**src/rtl/scan_sequencer.sv**
```systemverilog
// scan_sequencer: steps a 3-to-8 decoder select across the enabled channels of a captured mask,
// holding EN high for a dwell period and low for a blanking period on each channel.
module scan_sequencer #(
   parameter int DWELL_W = 8,
   parameter int BLANK_W = 4
) (
   input  logic               Clock,
   input  logic               Reset,
   input  logic               Start,
   input  logic               Stop,
   input  logic               Continuous,
   input  logic [7:0]         Mask,
   input  logic [DWELL_W-1:0] Dwell,
   input  logic [BLANK_W-1:0] Blank,
   output logic [2:0]         W,
   output logic               EN,
   output logic               Busy,
   output logic               Done,
   output logic [7:0]         FrameCount
);
   localparam int CW = DWELL_W > BLANK_W ? DWELL_W : BLANK_W;
   typedef enum logic [1:0] {IDLE, DWELL, BLANK} state_t;
   state_t state_q, state_d;
   logic [2:0] w_q, w_d;
   logic en_q, en_d, done_q, done_d, cont_q, cont_d, adv;
   logic [7:0] fc_q, fc_d, mask_q, mask_d;
   logic [CW-1:0] cnt_q, cnt_d;
   logic [DWELL_W-1:0] dwell_q, dwell_d;
   logic [BLANK_W-1:0] blank_q, blank_d;
   logic [3:0] nxt;
   function automatic logic [2:0] lowest(input logic [7:0] m);
      lowest = 3'd0;
      for (int i = 7; i >= 0; i--) if (m[i]) lowest = 3'(i);
   endfunction
   // {found, index} of the nearest set mask bit above w
   function automatic logic [3:0] next_above(input logic [7:0] m, input logic [2:0] w);
      next_above = 4'd0;
      for (int i = 7; i >= 0; i--) if (m[i] && i > int'(w)) next_above = {1'b1, 3'(i)};
   endfunction
   // counter holds remaining cycles minus one; a zero dwell still gives one EN cycle
   function automatic logic [CW-1:0] dwell_load(input logic [DWELL_W-1:0] d);
      dwell_load = (d == '0) ? '0 : CW'(d - 1'b1);
   endfunction
   always_comb begin
      state_d = state_q;
      w_d     = w_q;
      en_d    = en_q;
      done_d  = 1'b0;
      fc_d    = fc_q;
      cnt_d   = cnt_q;
      mask_d  = mask_q;
      dwell_d = dwell_q;
      blank_d = blank_q;
      cont_d  = cont_q;
      adv     = 1'b0;
      nxt     = next_above(mask_q, w_q);
      if (state_q == IDLE) begin
         if (Start && !Stop && Mask != '0) begin
            mask_d  = Mask;
            dwell_d = Dwell;
            blank_d = Blank;
            cont_d  = Continuous;
            w_d     = lowest(Mask);
            en_d    = 1'b1;
            cnt_d   = dwell_load(Dwell);
            state_d = DWELL;
         end
      end else if (cnt_q != '0) cnt_d = cnt_q - 1'b1;
      else if (state_q == DWELL && blank_q != '0) begin
         state_d = BLANK;
         en_d    = 1'b0;
         cnt_d   = CW'(blank_q - 1'b1);
      end else adv = 1'b1;
      if (adv) begin
         cnt_d = dwell_load(dwell_q);
         if (nxt[3]) begin
            w_d     = nxt[2:0];
            en_d    = 1'b1;
            state_d = DWELL;
         end else begin
            done_d  = 1'b1;
            fc_d    = fc_q + 1'b1;
            w_d     = cont_q ? lowest(mask_q) : w_q;
            en_d    = cont_q;
            state_d = cont_q ? DWELL : IDLE;
         end
      end
      // Stop overrides everything, including a coincident frame end
      if (Stop) begin
         state_d = IDLE;
         w_d     = w_q;
         en_d    = 1'b0;
         done_d  = 1'b0;
         fc_d    = fc_q;
      end
   end
   always_ff @(posedge Clock or posedge Reset) begin
      if (Reset) begin
         state_q <= IDLE;
         w_q     <= '0;
         en_q    <= 1'b0;
         done_q  <= 1'b0;
         fc_q    <= '0;
         cnt_q   <= '0;
         mask_q  <= '0;
         dwell_q <= '0;
         blank_q <= '0;
         cont_q  <= 1'b0;
      end else begin
         state_q <= state_d;
         w_q     <= w_d;
         en_q    <= en_d;
         done_q  <= done_d;
         fc_q    <= fc_d;
         cnt_q   <= cnt_d;
         mask_q  <= mask_d;
         dwell_q <= dwell_d;
         blank_q <= blank_d;
         cont_q  <= cont_d;
      end
   end
   assign W          = w_q;
   assign EN         = en_q;
   assign Busy       = state_q != IDLE;
   assign Done       = done_q;
   assign FrameCount = fc_q;
endmodule

```
**config.mk**
```make
export PLATFORM = sky130hd
export DESIGN_NAME = scan_sequencer
export DESIGN_NICKNAME = d
export VERILOG_FILES = /design/src/rtl/scan_sequencer.sv
export SDC_FILE = /design/constraint.sdc
export NUM_CORES = 1
export LEC_CHECK = 0
export BUFFER_PORTS_ARGS = -buffer_cell sky130_fd_sc_hd__buf_4
export CORE_ASPECT_RATIO = 2
export CORE_MARGIN = 2
export CORE_UTILIZATION = 30
export CTS_BUF_LIST = sky130_fd_sc_hd__clkbuf_4
export CTS_CLUSTER_SIZE = 40
export DETAILED_ROUTE_END_ITERATION = 7
export PLACE_DENSITY_LB_ADDON = 0.2
export SLEW_MARGIN = 20
export SYNTH_ARGS = -nofsm -noshare
export SYNTH_HDL_FRONTEND = slang
export SYNTH_SLANG_ARGS = --single-unit
```
**constraint.sdc**
```tcl
create_clock -name Clock -period 5.6 [get_ports Clock]
set_input_delay 1.12 -clock Clock [delete_from_list [all_inputs] [get_ports Clock]]
set_output_delay 1.12 -clock Clock [all_outputs]
set_load 0.01 [all_outputs]
```
==> results.py <==
metrics = {
    "synth": {
        "synth.ff_latch_count": 43,
        "yosys-top-cells-count": "dfrtp_1, nor2_1, nand2_1",
        "yosysWarnings": 0,
        "avgSynthCellArea_um2": 9.225,
        "async_flop_share": 1.000,
        "ys_seq_area_frac": 0.3994,
        "ys_top_cells_by_area": "dfrtp_1, mux2_2, a21oi_1, nor2_1, nand2_1",
        "synth_fp_nets": 323,
        "synth-main-ff-cell": "dfrtp_1",
        "yosysMostFrequentCell": "dfrtp_1",
        "syn_inst": 292,
        "netlist_area_um2": 2694,
        "synth_cell_type_count": 52,
        "synth.top_cell.area_share": 0.3994,
        "synth-edff-count": 0,
        "synth_top_area_cell": "dfrtp_1",
    },
    "timing": {
        "setup_violations": 0,
        "fmax_mhz": 338.1,
        "timing.final.crit_share": 0.5282,
        "rsz0062_at_grt": "false",
        "worst_pin_slew_ps": 994.5,
        "fin_crit_ps": 2958,
        "finalClockSkew_ps": 13.66,
        "fin_setup_tns_ps": 0,
        "hold_viol_final": 0,
        "slew_viol_final": 0,
        "fin_ws_ps": 2642,
        "max_slew_margin": 0.3326,
    },
    "setup_path": {
        "cp_max_fo": 13,
        "crit_required_ps": 5900,
        "path_cells": "inv_1 > ha_1 > nor3b_1 > nand2_2 > or2_4 > o41ai_2 > or2_4 > mux2_2",
        "crit_path_end": "W[2]",
        "cp.arrival_ps": 3260,
        "worst_setup_path_end_kind": "flip-flop",
        "crit-reg2reg-launch": "cnt_q[0]",
        "slowest_delay_ps": 490,
        "critical_path_class": "flip-flop to flip-flop",
        "startpoint": "cnt_q[0]",
        "start_kind": "flip-flop",
        "r2r_end": "W[2]",
        "path_common_cell": "or2_4",
        "r2r_slack_ps": 2640,
        "r2r_cells": 8,
        "crit_slowest_cell": "dfrtp_1",
    },
    "place": {
        "dpl_cell_area_um2": 3083,
        "io_buffers": 38,
        "finalWeightedCongestion": 0.8797,
        "pre_cts_ws_ps": 2323,
        "dpl.hpwl_um": 5617,
    },
    "clocking": {
        "cts_resized": 0,
        "cts-buffers-inserted": 5,
        "cts_max_path_buffers": 2,
        "ctsHoldBuffers": 0,
        "cts_max_level": 2,
        "cts_setup_buffers": 0,
        "clkSlewWorstSetupHoldPaths_ps": 150,
        "clock_latency_ps": 390,
        "tritoncts": "done",
        "cts-root-buf": "clkbuf_4",
        "clock-sinks": 43,
    },
    "power": {
        "clkPwrFrac": 0.187,
        "internal_power_w": 0.0005526,
        "sequentialPowerShare": 0.487,
        "p_switching_w": 0.0003586,
        "comb_power_share": 0.326,
        "leakage_nw": 1.358,
        "switching_share": 0.3935,
        "pwr_density_cell_nw_per_um2": 288.2,
        "ir_worst_vdd_mv": 0.1601,
    },
    "layout": {
        "nFillCells": 918,
        "design_area_um2": 3162,
        "final_layout_size_suffix_gt1_frac": 0.2252,
        "seqCellArea_um2": 1076,
        "multi_input_area_um2": 1519,
        "num-nets-final": 363,
        "area_growth_pct": 17.37,
    },
    "detailed_routing": {
        "wire_per_inst_um": 16.68,
        "postRouteAntennaNets": 0,
        "drtIter0Drc": 126,
        "routed_wl_um": 7274,
        "drcViolationCount": 0,
        "first_pass_iters": 6,
        "vias_per_cell": 5.337,
        "num_vias": 2327,
    },
    "global_route": {
        "grt_use_total": 0.1532,
        "antenna_found_initial": 1,
        "grt_max_degree": 44,
        "overflow": 0,
        "grt_pass1_wl_um": 11690,
        "first_global_vias": 2376,
    },
    "die": {
        "die_w_um": 71.01,
        "ioPinCount": 39,
        "num_rows": 49,
        "dieArea_um2": 9799,
        "core_area_um2": 8890,
        "initial_core_util": 0.3030,
        "fp.dieH_um": 138.0,
    },
    "min_path": {
        "hp-class": "flip-flop to flip-flop",
    },
    "outcome": {
        "status": "finished, final reports clean",
    },
    "run": {
        "drv_cap": 0,
    },
}
==> area by class of cell <==
class | instances | area share
Multi-Input combinational cell | 224 | 0.4804
Sequential cell | 43 | 0.3403
Timing Repair Buffer | 40 | 0.09735
Tap cell | 102 | 0.04036
Inverter | 18 | 0.02137
Clock buffer | 5 | 0.01187
Clock inverter | 3 | 0.007519
Antenna cell | 1 | 0.0007915
==> layout by cell type (no fill, tap or decap), types with 3 or more instances in the layout <==
master / instances
a21oi_1: 24
o31ai_1: 9
o21ai_0: 14
buf_4: 39
and3_1: 3
xnor2_1: 9
nand3_1: 3
nand4_1: 4
xor2_1: 11
nand2_1: 26
clkbuf_4: 5
nor4_4: 3
nor4_1: 5
nor2_1: 31
o21a_1: 4
inv_1: 16
dfrtp_1: 43
mux2_2: 17
nor3_1: 9
o22ai_1: 5
ha_1: 6
nor3b_1: 6
==> worst min-delay path by stage <==
stage                   from            end  slack, ps  depth (start not counted)
2_1_floorplan         cont_q         cont_q        500                          1
3_3_place_gp   FrameCount[7]  FrameCount[7]        460                          1
3_5_place_dp   FrameCount[7]  FrameCount[7]        460                          1
4_1_cts        FrameCount[7]  FrameCount[7]        480                          1
5_1_grt        FrameCount[7]  FrameCount[7]        530                          1
6_report       FrameCount[7]  FrameCount[7]        480                          1
==> worst max-delay path, delay by kind of cell, from the launching register on <==
family	cells	cell delay (ps)
compound gates	1	400
fa+ha+maj	1	290
buf+inv	1	90
flops	1	490
mux	1	330
simple gates	4	1280
==> through the flow <==
stage / instances / hold WS (ps) / util / total power, W
floorplan: 292 / 502.0 / - / 0.0006404
detailed placement: 426 / 459.5 / 0.3468 / 0.0007462
global route: 436 / 526.5 / 0.3557 / 0.0009733
global placement: 426 / 463.0 / 0.3468 / 0.0007444
CTS: 434 / 483.5 / 0.3537 / 0.0009210
finish: 436 / 478.0 / 0.3557 / 0.0009111
==> metal layers <==
layer	wire length [um]	track usage
met1	2483	0.1502
met2	4258	0.2946
met3	298	0.02624
met4	234	0.07547
met5	0	0
==> cells by family (layout without fill, tap and decap cells) <==
| family | Yosys count | count (layout) | synth area share |
|---|---|---|---|
| and+or+nand+nor | 107 | 107 | 0.2188 |
| xor gates and xnor gates | 20 | 20 | 0.06503 |
| buffers and inverters | 25 | 66 | 0.03901 |
| DFF | 43 | 43 | 0.3994 |
| other | 0 | 1 | 0 |
| AOI/OAI and AO/OA | 73 | 73 | 0.1751 |
| adders and majority gates | 6 | 6 | 0.02787 |
| muxes | 18 | 18 | 0.07478 |
==> power by group through the flow <==
stage	clock network [W]	registers, W	logic [W]
after floorplan	0	0.000424	0.000216
after global placement	0	0.000448	0.000296
after detailed placement	0	0.000450	0.000296
after CTS	0.000179	0.000444	0.000298
after global routing	0.000188	0.000454	0.000331
final	0.000170	0.000444	0.000297
==> state kept, by name, indices dropped and copies added (netlist names) <==
name        flops
Done            1
FrameCount      8
W               3
blank_q         4
cnt_q           8
cont_q          1
dwell_q         8
mask_q          8
state_q         2
Note: power is estimated with default switching activity, not from simulation.
